==> src/rtl/aor_unlock_pkg.sv <==
// Shared types and helpers for the AOR key-unlock controller: FSM states,
// self-test LFSR taps and the key checksum fold.
package aor_unlock_pkg;

  typedef enum logic [2:0] {
    IDLE,
    LOAD,
    CHECK,
    TEST,
    UNLOCKED,
    FAIL
  } state_e;

  localparam logic [31:0] LFSR_TAPS = 32'h8020_0003;

  // Widest key the checksum helper folds; narrower keys are zero-extended.
  localparam int KEY_W_MAX = 256;

  function automatic logic [7:0] key_checksum(input logic [KEY_W_MAX-1:0] key);
    logic [7:0] acc;
    acc = '0;
    for (int i = 0; i < KEY_W_MAX / 8; i++) begin
      acc ^= key[i*8 +: 8];
    end
    return acc;
  endfunction

  // Right-shifting Galois step; the tap mask is applied when bit 0 falls out.
  function automatic logic [31:0] lfsr_step(input logic [31:0] s);
    return {1'b0, s[31:1]} ^ (s[0] ? LFSR_TAPS : 32'h0);
  endfunction

endpackage

==> src/rtl/aor_lfsr32.sv <==
// 32-bit Galois LFSR with a reset seed and an advance enable; also used by
// the random-key simulation benches.
module aor_lfsr32
  import aor_unlock_pkg::*;
#(
  parameter logic [31:0] SEED = 32'hACE1_2345
) (
  input  logic        clk,
  input  logic        rst_n,
  input  logic        i_en,
  output logic [31:0] o_state
);

  logic [31:0] r_state;

  // NOTE: sequential state uses non-blocking assignment so every register
  // samples the pre-edge values of the others, independent of block order.
  always_ff @(posedge clk) begin
    if (!rst_n) begin
      r_state <= SEED;
    end else if (i_en) begin
      r_state <= lfsr_step(r_state);
    end
  end

  assign o_state = r_state;

endmodule

==> src/rtl/aor_key_unlock_ctrl.sv <==
// AOR unlock controller: serial key load, checksum check, key commit and
// LFSR self-test of the locked adder. Define AOR_PARTIAL_KEY_EN for partial_mask_i.
module aor_key_unlock_ctrl
  import aor_unlock_pkg::*;
#(
  parameter int          KEY_W     = 64,
  parameter int          DATA_W    = 32,
  parameter int          NUM_VEC   = 16,
  parameter logic [31:0] LFSR_SEED = 32'hACE1_2345
) (
  input  logic                           clk,
  input  logic                           rst_n,
  input  logic                           start_i,
  input  logic                           key_bit_i,
  input  logic                           key_bit_valid_i,
  output logic                           key_bit_ready_o,
  output logic [KEY_W-1:0]               keyinput_o,
  output logic [DATA_W-1:0]              add1_o,
  output logic [DATA_W-1:0]              add2_o,
  input  logic [DATA_W:0]                result_i,
`ifdef AOR_PARTIAL_KEY_EN
  input  logic [KEY_W-1:0]               partial_mask_i,
`endif
  output logic                           busy_o,
  output logic                           unlocked_o,
  output logic                           fail_o,
  output logic [$clog2(NUM_VEC+1)-1:0]   err_cnt_o
);

  localparam int LOAD_BITS = KEY_W + 8;
  localparam int CNT_W     = $clog2(LOAD_BITS + 1);
  localparam int ERR_W     = $clog2(NUM_VEC + 1);

  state_e                r_state, w_state_nxt;
  logic [LOAD_BITS-1:0]  r_shadow;
  logic [CNT_W-1:0]      r_bit_cnt;
  logic [ERR_W-1:0]      r_vec_cnt;
  logic [ERR_W-1:0]      r_err_cnt;
  logic [KEY_W-1:0]      r_keyinput;
  logic [DATA_W-1:0]     r_add1, r_add2;
  logic                  r_unlocked, r_fail;

  logic [31:0]           w_lfsr;
  logic                  w_lfsr_en;
  logic                  w_bit_xfer, w_load_done;
  logic [KEY_W-1:0]      w_key, w_commit_key;
  logic [7:0]            w_cks;
  logic                  w_cks_ok;
  logic [DATA_W:0]       w_sum;
  logic                  w_mismatch, w_last_vec;
  logic [ERR_W-1:0]      w_err_nxt;
  logic [DATA_W-1:0]     w_op1, w_op2;

  // Shadow holds key bit 0 at index 0 and the checksum on top once full.
  assign w_key       = r_shadow[KEY_W-1:0];
  assign w_cks       = r_shadow[LOAD_BITS-1 -: 8];
  assign w_cks_ok    = key_checksum(KEY_W_MAX'(w_key)) == w_cks;
  assign w_bit_xfer  = (r_state == LOAD) && key_bit_valid_i;
  assign w_load_done = w_bit_xfer && (r_bit_cnt == CNT_W'(LOAD_BITS - 1));

  assign w_op1 = DATA_W'(w_lfsr);
  assign w_op2 = DATA_W'({w_lfsr[15:0], w_lfsr[31:16]});

  assign w_sum      = {1'b0, r_add1} + {1'b0, r_add2};
  assign w_mismatch = result_i != w_sum;
  assign w_last_vec = r_vec_cnt == ERR_W'(NUM_VEC - 1);
  assign w_err_nxt  = (w_mismatch && (r_err_cnt < ERR_W'(NUM_VEC))) ? r_err_cnt + 1'b1
                                                                    : r_err_cnt;

  assign w_lfsr_en = ((r_state == CHECK) && w_cks_ok) ||
                     ((r_state == TEST) && !w_last_vec);

  aor_lfsr32 #(
    .SEED (LFSR_SEED)
  ) u_lfsr (
    .clk     (clk),
    .rst_n   (rst_n),
    .i_en    (w_lfsr_en),
    .o_state (w_lfsr)
  );

  // NOTE: every combinational output gets a default before any branch, so no
  // path leaves a variable unassigned and no latch is inferred.
  always_comb begin
    w_commit_key = w_key;
`ifdef AOR_PARTIAL_KEY_EN
    for (int i = 0; i < KEY_W; i++) begin
      if (partial_mask_i[i]) w_commit_key[i] = w_lfsr[i % 32];
    end
`endif
  end

  always_ff @(posedge clk) begin
    if (!rst_n) r_state <= IDLE;
    else        r_state <= w_state_nxt;
  end

  always_comb begin
    w_state_nxt     = r_state;
    key_bit_ready_o = 1'b0;
    busy_o          = 1'b0;
    case (r_state)
      IDLE, UNLOCKED, FAIL: begin
        if (start_i) w_state_nxt = LOAD;
      end
      LOAD: begin
        key_bit_ready_o = 1'b1;
        busy_o          = 1'b1;
        if (w_load_done) w_state_nxt = CHECK;
      end
      CHECK: begin
        busy_o      = 1'b1;
        w_state_nxt = w_cks_ok ? TEST : FAIL;
      end
      TEST: begin
        busy_o = 1'b1;
        if (w_last_vec) w_state_nxt = (w_err_nxt == '0) ? UNLOCKED : FAIL;
      end
      default: w_state_nxt = IDLE;
    endcase
  end

  // NOTE: the shadow key register is reset too, so no loaded secret survives
  // a reset even though it is fully overwritten by every complete load.
  always_ff @(posedge clk) begin
    if (!rst_n) begin
      r_shadow   <= '0;
      r_bit_cnt  <= '0;
      r_vec_cnt  <= '0;
      r_err_cnt  <= '0;
      r_keyinput <= '0;
      r_add1     <= '0;
      r_add2     <= '0;
      r_unlocked <= 1'b0;
      r_fail     <= 1'b0;
    end else begin
      case (r_state)
        IDLE, UNLOCKED, FAIL: begin
          if (start_i) begin
            r_unlocked <= 1'b0;
            r_fail     <= 1'b0;
            r_err_cnt  <= '0;
            r_keyinput <= '0;
            r_bit_cnt  <= '0;
          end
        end
        LOAD: begin
          if (w_bit_xfer) begin
            r_shadow  <= {key_bit_i, r_shadow[LOAD_BITS-1:1]};
            r_bit_cnt <= r_bit_cnt + 1'b1;
          end
        end
        CHECK: begin
          if (w_cks_ok) begin
            r_keyinput <= w_commit_key;
            r_add1     <= w_op1;
            r_add2     <= w_op2;
            r_vec_cnt  <= '0;
          end else begin
            r_fail <= 1'b1;
          end
        end
        TEST: begin
          r_err_cnt <= w_err_nxt;
          if (w_last_vec) begin
            r_add1 <= '0;
            r_add2 <= '0;
            if (w_err_nxt == '0) begin
              r_unlocked <= 1'b1;
            end else begin
              r_fail     <= 1'b1;
              r_keyinput <= '0;
            end
          end else begin
            r_add1    <= w_op1;
            r_add2    <= w_op2;
            r_vec_cnt <= r_vec_cnt + 1'b1;
          end
        end
        default: ;
      endcase
    end
  end

  assign keyinput_o = r_keyinput;
  assign add1_o     = r_add1;
  assign add2_o     = r_add2;
  assign unlocked_o = r_unlocked;
  assign fail_o     = r_fail;
  assign err_cnt_o  = r_err_cnt;

endmodule

==> config.mk <==
export PLATFORM = sky130hd
export DESIGN_NAME = aor_key_unlock_ctrl
export DESIGN_NICKNAME = d
export VERILOG_FILES = /design/src/rtl/aor_unlock_pkg.sv /design/src/rtl/aor_lfsr32.sv /design/src/rtl/aor_key_unlock_ctrl.sv
export SDC_FILE = /design/constraint.sdc
export NUM_CORES = 1
export LEC_CHECK = 0
export ABC_CLOCK_PERIOD_IN_PS = 8350
export CORE_ASPECT_RATIO = 0.9
export CORE_MARGIN = 2
export CORE_UTILIZATION = 50
export DETAILED_ROUTE_END_ITERATION = 12
export PLACE_DENSITY_LB_ADDON = 0.08
export SETUP_SLACK_MARGIN = 0.15
export SLEW_MARGIN = 10
export SYNTH_ARGS = -nofsm -noshare
export SYNTH_HDL_FRONTEND = slang
export SYNTH_HIERARCHICAL = 1
export SYNTH_SLANG_ARGS = --single-unit
export TNS_END_PERCENT = 10
==> constraint.sdc <==
create_clock -name clk -period 8.35 [get_ports clk]
set_input_delay 0.835 -clock clk [delete_from_list [all_inputs] [get_ports clk]]
set_output_delay 0.835 -clock clk [all_outputs]
set_load 0.02 [all_outputs]
=== Yosys cells after proc, flatten, opt, wreduce, memory -nomap -nowiden ===
Index checks and enable logic that the tools add are counted.

* Bits in registers: 254
* Input bits: 38
* Output and inout port bits: 137
* Logic and storage cells: 103

* Add/subtract/negate cells: 4
* $lt $le $gt $ge: 1
* Equality and inequality tests: 18
* Muxes and demuxes: 37
* Bitwise operators: 8
* Reduce and logical (&&, ||, !) cells: 24

{| class="wikitable"
|+ Operators by type and width
! cell !! count
|-
| 64-bit two-way mux || 4
|-
| 64-bit case mux with 3 select lines || 1
|-
| 32-bit two-way mux || 5
|-
| 32-bit case mux with 2 select lines || 2
|-
| 8-bit bitwise XOR || 7
|-
| 32-bit by 32-bit adder with 33-bit output || 1
|-
| 33-bit inequality test || 1
|-
| 31-bit by 32-bit bitwise XOR with 32-bit output || 1
|-
| 5-bit two-way mux || 4
|-
| 5-bit case mux with 2 select lines || 2
|-
| 2-bit inequality test, second input constant || 8
|-
| 7-bit two-way mux || 2
|-
| 7-bit case mux with 2 select lines || 1
|-
| 3-bit two-way mux || 4
|-
| 3-bit case mux with 4 select lines || 1
|-
| 5-bit by 1-bit adder with 5-bit output, second input constant || 2
|-
| 5-bit AND reduction || 2
|-
| 1-bit two-way mux || 9
|-
| 3-bit AND reduction || 3
|-
| 8-bit equality test || 1
|-
| 7-bit by 1-bit adder with 7-bit output, second input constant || 1
|-
| 7-bit equality test, second input constant || 1
|-
| 3-bit by 2-bit equality test with 1-bit output, second input constant || 2
|-
| 3-bit equality test, second input constant || 2
|-
| 16 further kinds || 25
|}

=== Depth between registers and ports, before layout ===
* Word-level depth: 10
* Depth in mapped cells: 14

=== By module ===
The synthesis kept the hierarchy.

{| class="wikitable"
|+ Modules (own cells, without submodules)
! module !! instances !! cells an instance !! area an instance (um2) !! seq. area each (um2)
|-
| aor_key_unlock_ctrl || 1 || 1,317 || 10,832.9 || 3,803.6
|-
| aor_lfsr32 || 1 || 106 || 1,218.7 || 640.6
|}

=== Worst setup path before layout ===
No wires, ideal clock.

* Path type: reg2reg
* Start: reg r_add1[30] (netlist: add1_o[30])
* End: reg r_keyinput[10] (netlist: keyinput_o[10])
* Data arrival time: 3.243 ns
* Slack: 4.949 ns
* Stages on the path, launching flop included: 14
* Buffers on the path: 3
* Clock period less this slack: 3.401 ns
* Path through: dfxtp_1 -> ha_1 -> buf_4 -> and4_1 -> clkbuf_1 -> a32o_1 -> o31a_1 -> a2111o_1 -> nor4_1 -> nand3_1 -> mux2i_2 -> o21ai_4 -> buf_6 -> a311oi_2

* Word-level cells in the longest chain between the ends: 7

{| class="wikitable"
|+ Ends and longest elaborated chain
! what !! line !! text
|-
| start: declaration || aor_key_unlock_ctrl.sv:40 || <nowiki>logic [DATA_W-1:0] r_add1, r_add2;</nowiki>
|-
| start signal: assignment || aor_key_unlock_ctrl.sv:156 || <nowiki>r_add1 <= w_op1;</nowiki>
|-
| start signal: assignment || aor_key_unlock_ctrl.sv:175 || <nowiki>r_add1 <= w_op1;</nowiki>
|-
| 32-bit by 32-bit adder with 33-bit output || aor_key_unlock_ctrl.sv:64 || <nowiki>assign w_sum = {1'b0, r_add1} + {1'b0, r_add2};</nowiki>
|-
| 33-bit inequality test || aor_key_unlock_ctrl.sv:65 || <nowiki>assign w_mismatch = result_i != w_sum;</nowiki>
|-
| 1-bit logical AND || aor_key_unlock_ctrl.sv:67 || <nowiki>assign w_err_nxt = (w_mismatch && (r_err_cnt < ERR_W'(NUM_VEC))) ? r_err_cnt + 1'b1</nowiki>
|-
| 5-bit two-way mux || aor_key_unlock_ctrl.sv:67 ||
|-
| 5-bit zero test || aor_key_unlock_ctrl.sv:168 || <nowiki>if (w_err_nxt == '0) begin</nowiki>
|-
| 2-bit inequality test (no source line) || -- ||
|-
| 5-bit AND reduction (no source line) || -- ||
|-
| end signal: assignment || aor_key_unlock_ctrl.sv:155 || <nowiki>r_keyinput <= w_commit_key;</nowiki>
|-
| end: declaration || aor_key_unlock_ctrl.sv:39 || <nowiki>logic [KEY_W-1:0] r_keyinput;</nowiki>
|}

Every way passes these cells.
A chain may end at the register's enable or synchronous reset.

=== Worst setup path after layout ===
* Start: reg r_add1[4] (netlist: add1_o[4])
* End: reg r_keyinput[37] (netlist: keyinput_o[37])

Same word-level chain as after synthesis.

==> flow_summary.yaml <==
job:
  max_cap_viol_count: 0
min_path:
  worst_hold_path_type: "reg2reg"
  whs_path_depth: 2
placement:
  hpwlAfterDp_um: 24600
  routabilityCongestion: 0.948
  place_area_um2: 13500
  pre_cts_slack_ns: 3.13
  portBuffers: 174
synthesis:
  netlist_instances: 1423
  ys_ff_latch: 222
  ys_types: 74
  synth.cell_area_um2: 12100
  synth_common_cells: "nand2_1 (336), dfxtp_1 (222), a21oi_1 (198)"
  synth_edf_count: 0
  synth_ff_type: "dfxtp_1"
  synth_top_area_share_pct: 36.9
  seq_area_frac_synth_pct: 36.9
  syn_nets: 1482
  synth_top_area_cell: "dfxtp_1"
  yosysWarnings: 6
  async_flop_share_pct: 0
  yosysMostFrequentCell: "nand2_1"
  yosys-top-cells-area: "dfxtp_1 (37%), nand2_1 (10%), a21oi_1 (8.2%), a311oi_2 (7.5%), xnor2_1 (5.1%)"
  synth.avg_cell_area_um2: 8.47
pwr:
  total_power_mw: 2.75
  power_density_nw_per_um2: 192
  peakVddDrop_mv: 0.215
  power_leakage_nw: 4.57
global_routing:
  grt_pass1_vias: 9645
  top_usage_layer: "met2"
  grt_antenna_before_repair: 0
  use_met2_pct: 46.1
  grt.total_usage_pct: 27.2
  overflow: 0
  grt_max_degree: 100
  grt_pass1_wl_um: 55500
  use_met3_pct: 3.61
  gr-usage-met1_pct: 36.3
cts:
  cts_resized: 0
  root_buffer: "clkbuf_16"
  clk_pin_slew_ns: 0.06
  clock_latency_ns: 0.53
  clock_path_buffers: 3
  h-tree-depth: 1
  post_cts_buffers: 0
  cts_tree: "yes"
  cts_sinks: 222
  cts-hold-fix-buffers: 0
  numCtsBuffers: 24
worst_setup_path:
  end_kind: "flip-flop"
  worst_path_largest_cell_delay_ns: 0.81
  critPathRequiredTime_ns: 8.71
  path_max_fanout: 64
  path_cells: "ha_1 > a21oi_1 > o21ai_1 > nor4_1 > a2111oi_0 > o211ai_1 > nor4_1 > nand3_1 > mux2i_2 > o21ai_4 > buf_4 > a311oi_2"
  cp_slowest_cell: "o21ai_1"
  worstSetupPathType: "reg2reg"
  start_kind: "flip-flop"
  rr_worst_depth: 12
  path_common_cell: "nor4_1"
  worstPathArrival_ns: 5.71
sta:
  fin_ws_ns: 3.00
  worst_pin_slew_ns: 1.12
  drv_slew: 0
  rsz0062_at_grt: "false"
  period_share_pct: 64.0
  fin_skew_ns: 0.0334
  setup_tns_ns: 0
  worst_hold_slack_ns: 0.475
  setup_viol: 0
  hold_violations: 0
  min_period_ns: 5.35
  slew_headroom_pct: 25.0
  max_freq_ghz: 0.187
floorplan:
  ioPinCount: 175
  num_rows: 53
  die-area_um2: 25400
  initial_core_util_pct: 51.2
  die_w_um: 168
  die_h_um: 151
  core_um2: 23500
cells_and_area:
  antenna_cells: 0
  drive_above_1_share_pct: 9.02
  finalNetCount: 1563
  syn2layout_area_growth_pct: 18.7
  design_area_um2: 14300
outcome:
  status: "completed"
route:
  num_vias: 10700
  drt_wl_total_um: 35500
  route.detailed.drc: 0
  wl_per_cell_um: 19.5
  drt_iter0_markers: 896
  antenna_left: 0
  vias_per_cell: 5.86
  dr.pass1.iters: 5
kinds of logic (layout without fill, tap and decap cells):
family	after synthesis	count (layout)	share of synthesized area, %
multiplexers	37	37	3.11
AO/OA/AOI/OAI	379	379	23.4
buffers and inverters	141	237	6.59
adder cells (fa/ha/maj)	21	21	2.18
AND/OR/NAND/NOR	517	517	19.2
flip-flops	222	222	36.9
XOR/XNOR	106	106	8.62
per-layer routing:
metal	up-vias	share of wire [%]
met4	0	3.0
li1	5206	-
met2	339	47
met1	5065	45
met3	65	5.1
met5	-	0
worst paths after layout:
| path | startpoint | slack (ns) | to |
|---|---|---|---|
| worst max-delay path | add1_o[4] | 3.00 | keyinput_o[37] |
| worst min-delay path | u_lfsr/o_state[29] | 0.48 | add1_o[29] |
| worst max register to register | add1_o[4] | 3.00 | keyinput_o[37] |
| worst min register to register | u_lfsr/o_state[29] | 0.48 | add1_o[29] |
placed cells by master (no fill, tap or decap), types with 6 or more instances in the layout:
cell type	count
a311oi_2	60
xnor2_1	70
nand4_1	25
nand3_1	21
mux2i_1	35
nand2_1	335
or3_1	7
a211oi_1	6
xor2_1	28
a21oi_2	6
ha_1	21
o21a_1	9
nor4_1	9
o21ai_0	21
inv_1	10
and3_1	9
dfxtp_1	222
and4_1	10
o21ai_1	7
nor2_1	35
a21oi_1	198
clkdlybuf4s50_1	174
xnor3_1	8
buf_4	11
nor2b_1	17
o21ai_2	6
clkbuf_16	24
nor3_1	18
area by class of cell:
type | instances | area (um2)
Fill cell | 2094 | 9240
Multi-Input combinational cell | 1060 | 6840
Sequential cell | 222 | 4440
Timing Repair Buffer | 185 | 1820
Clock buffer | 32 | 671
Tap cell | 302 | 378
Clock inverter | 9 | 101
Inverter | 11 | 46.3
worst max-delay path, delay by kind of cell (launching register included):
family                   cells  cell delay, ns
flip-flops                   1            0.37
AND/OR/NAND/NOR              3            0.81
AO/OA/AOI/OAI                6            2.24
multiplexers                 1            0.28
buffers and inverters        1            0.80
adder cells (fa/ha/maj)      1            0.64
registers in the layout, summed over array words and instances, names as in the netlist:
| register | count |
|---|---|
| keyinput_o | 64 |
| add1_o | 31 |
| fail_o | 1 |
| u_lfsr/o_state | 32 |
| r_shadow | 72 |
| r_state | 3 |
| err_cnt_o | 5 |
| unlocked_o | 1 |
| add2_o | 1 |
| r_bit_cnt | 7 |
| r_vec_cnt | 5 |
through the flow:
stage | cells | util [%]
final | 1821 | 60.8
after detailed placement | 1780 | 57.5
after global routing | 1821 | 60.8
after global placement | 1780 | 57.5
after floorplan | 1423 | -
after CTS | 1821 | 60.8
report_power, final:
group | leakage [nW] | internal, mW | total, mW | switching [mW]
logic | 2.40 | 0.184 | 0.585 | 0.400
clock network | 0.379 | 0.598 | 1.03 | 0.434
registers | 1.79 | 1.09 | 1.13 | 0.0399
No activity file was read; power rests on OpenSTA's default activity.
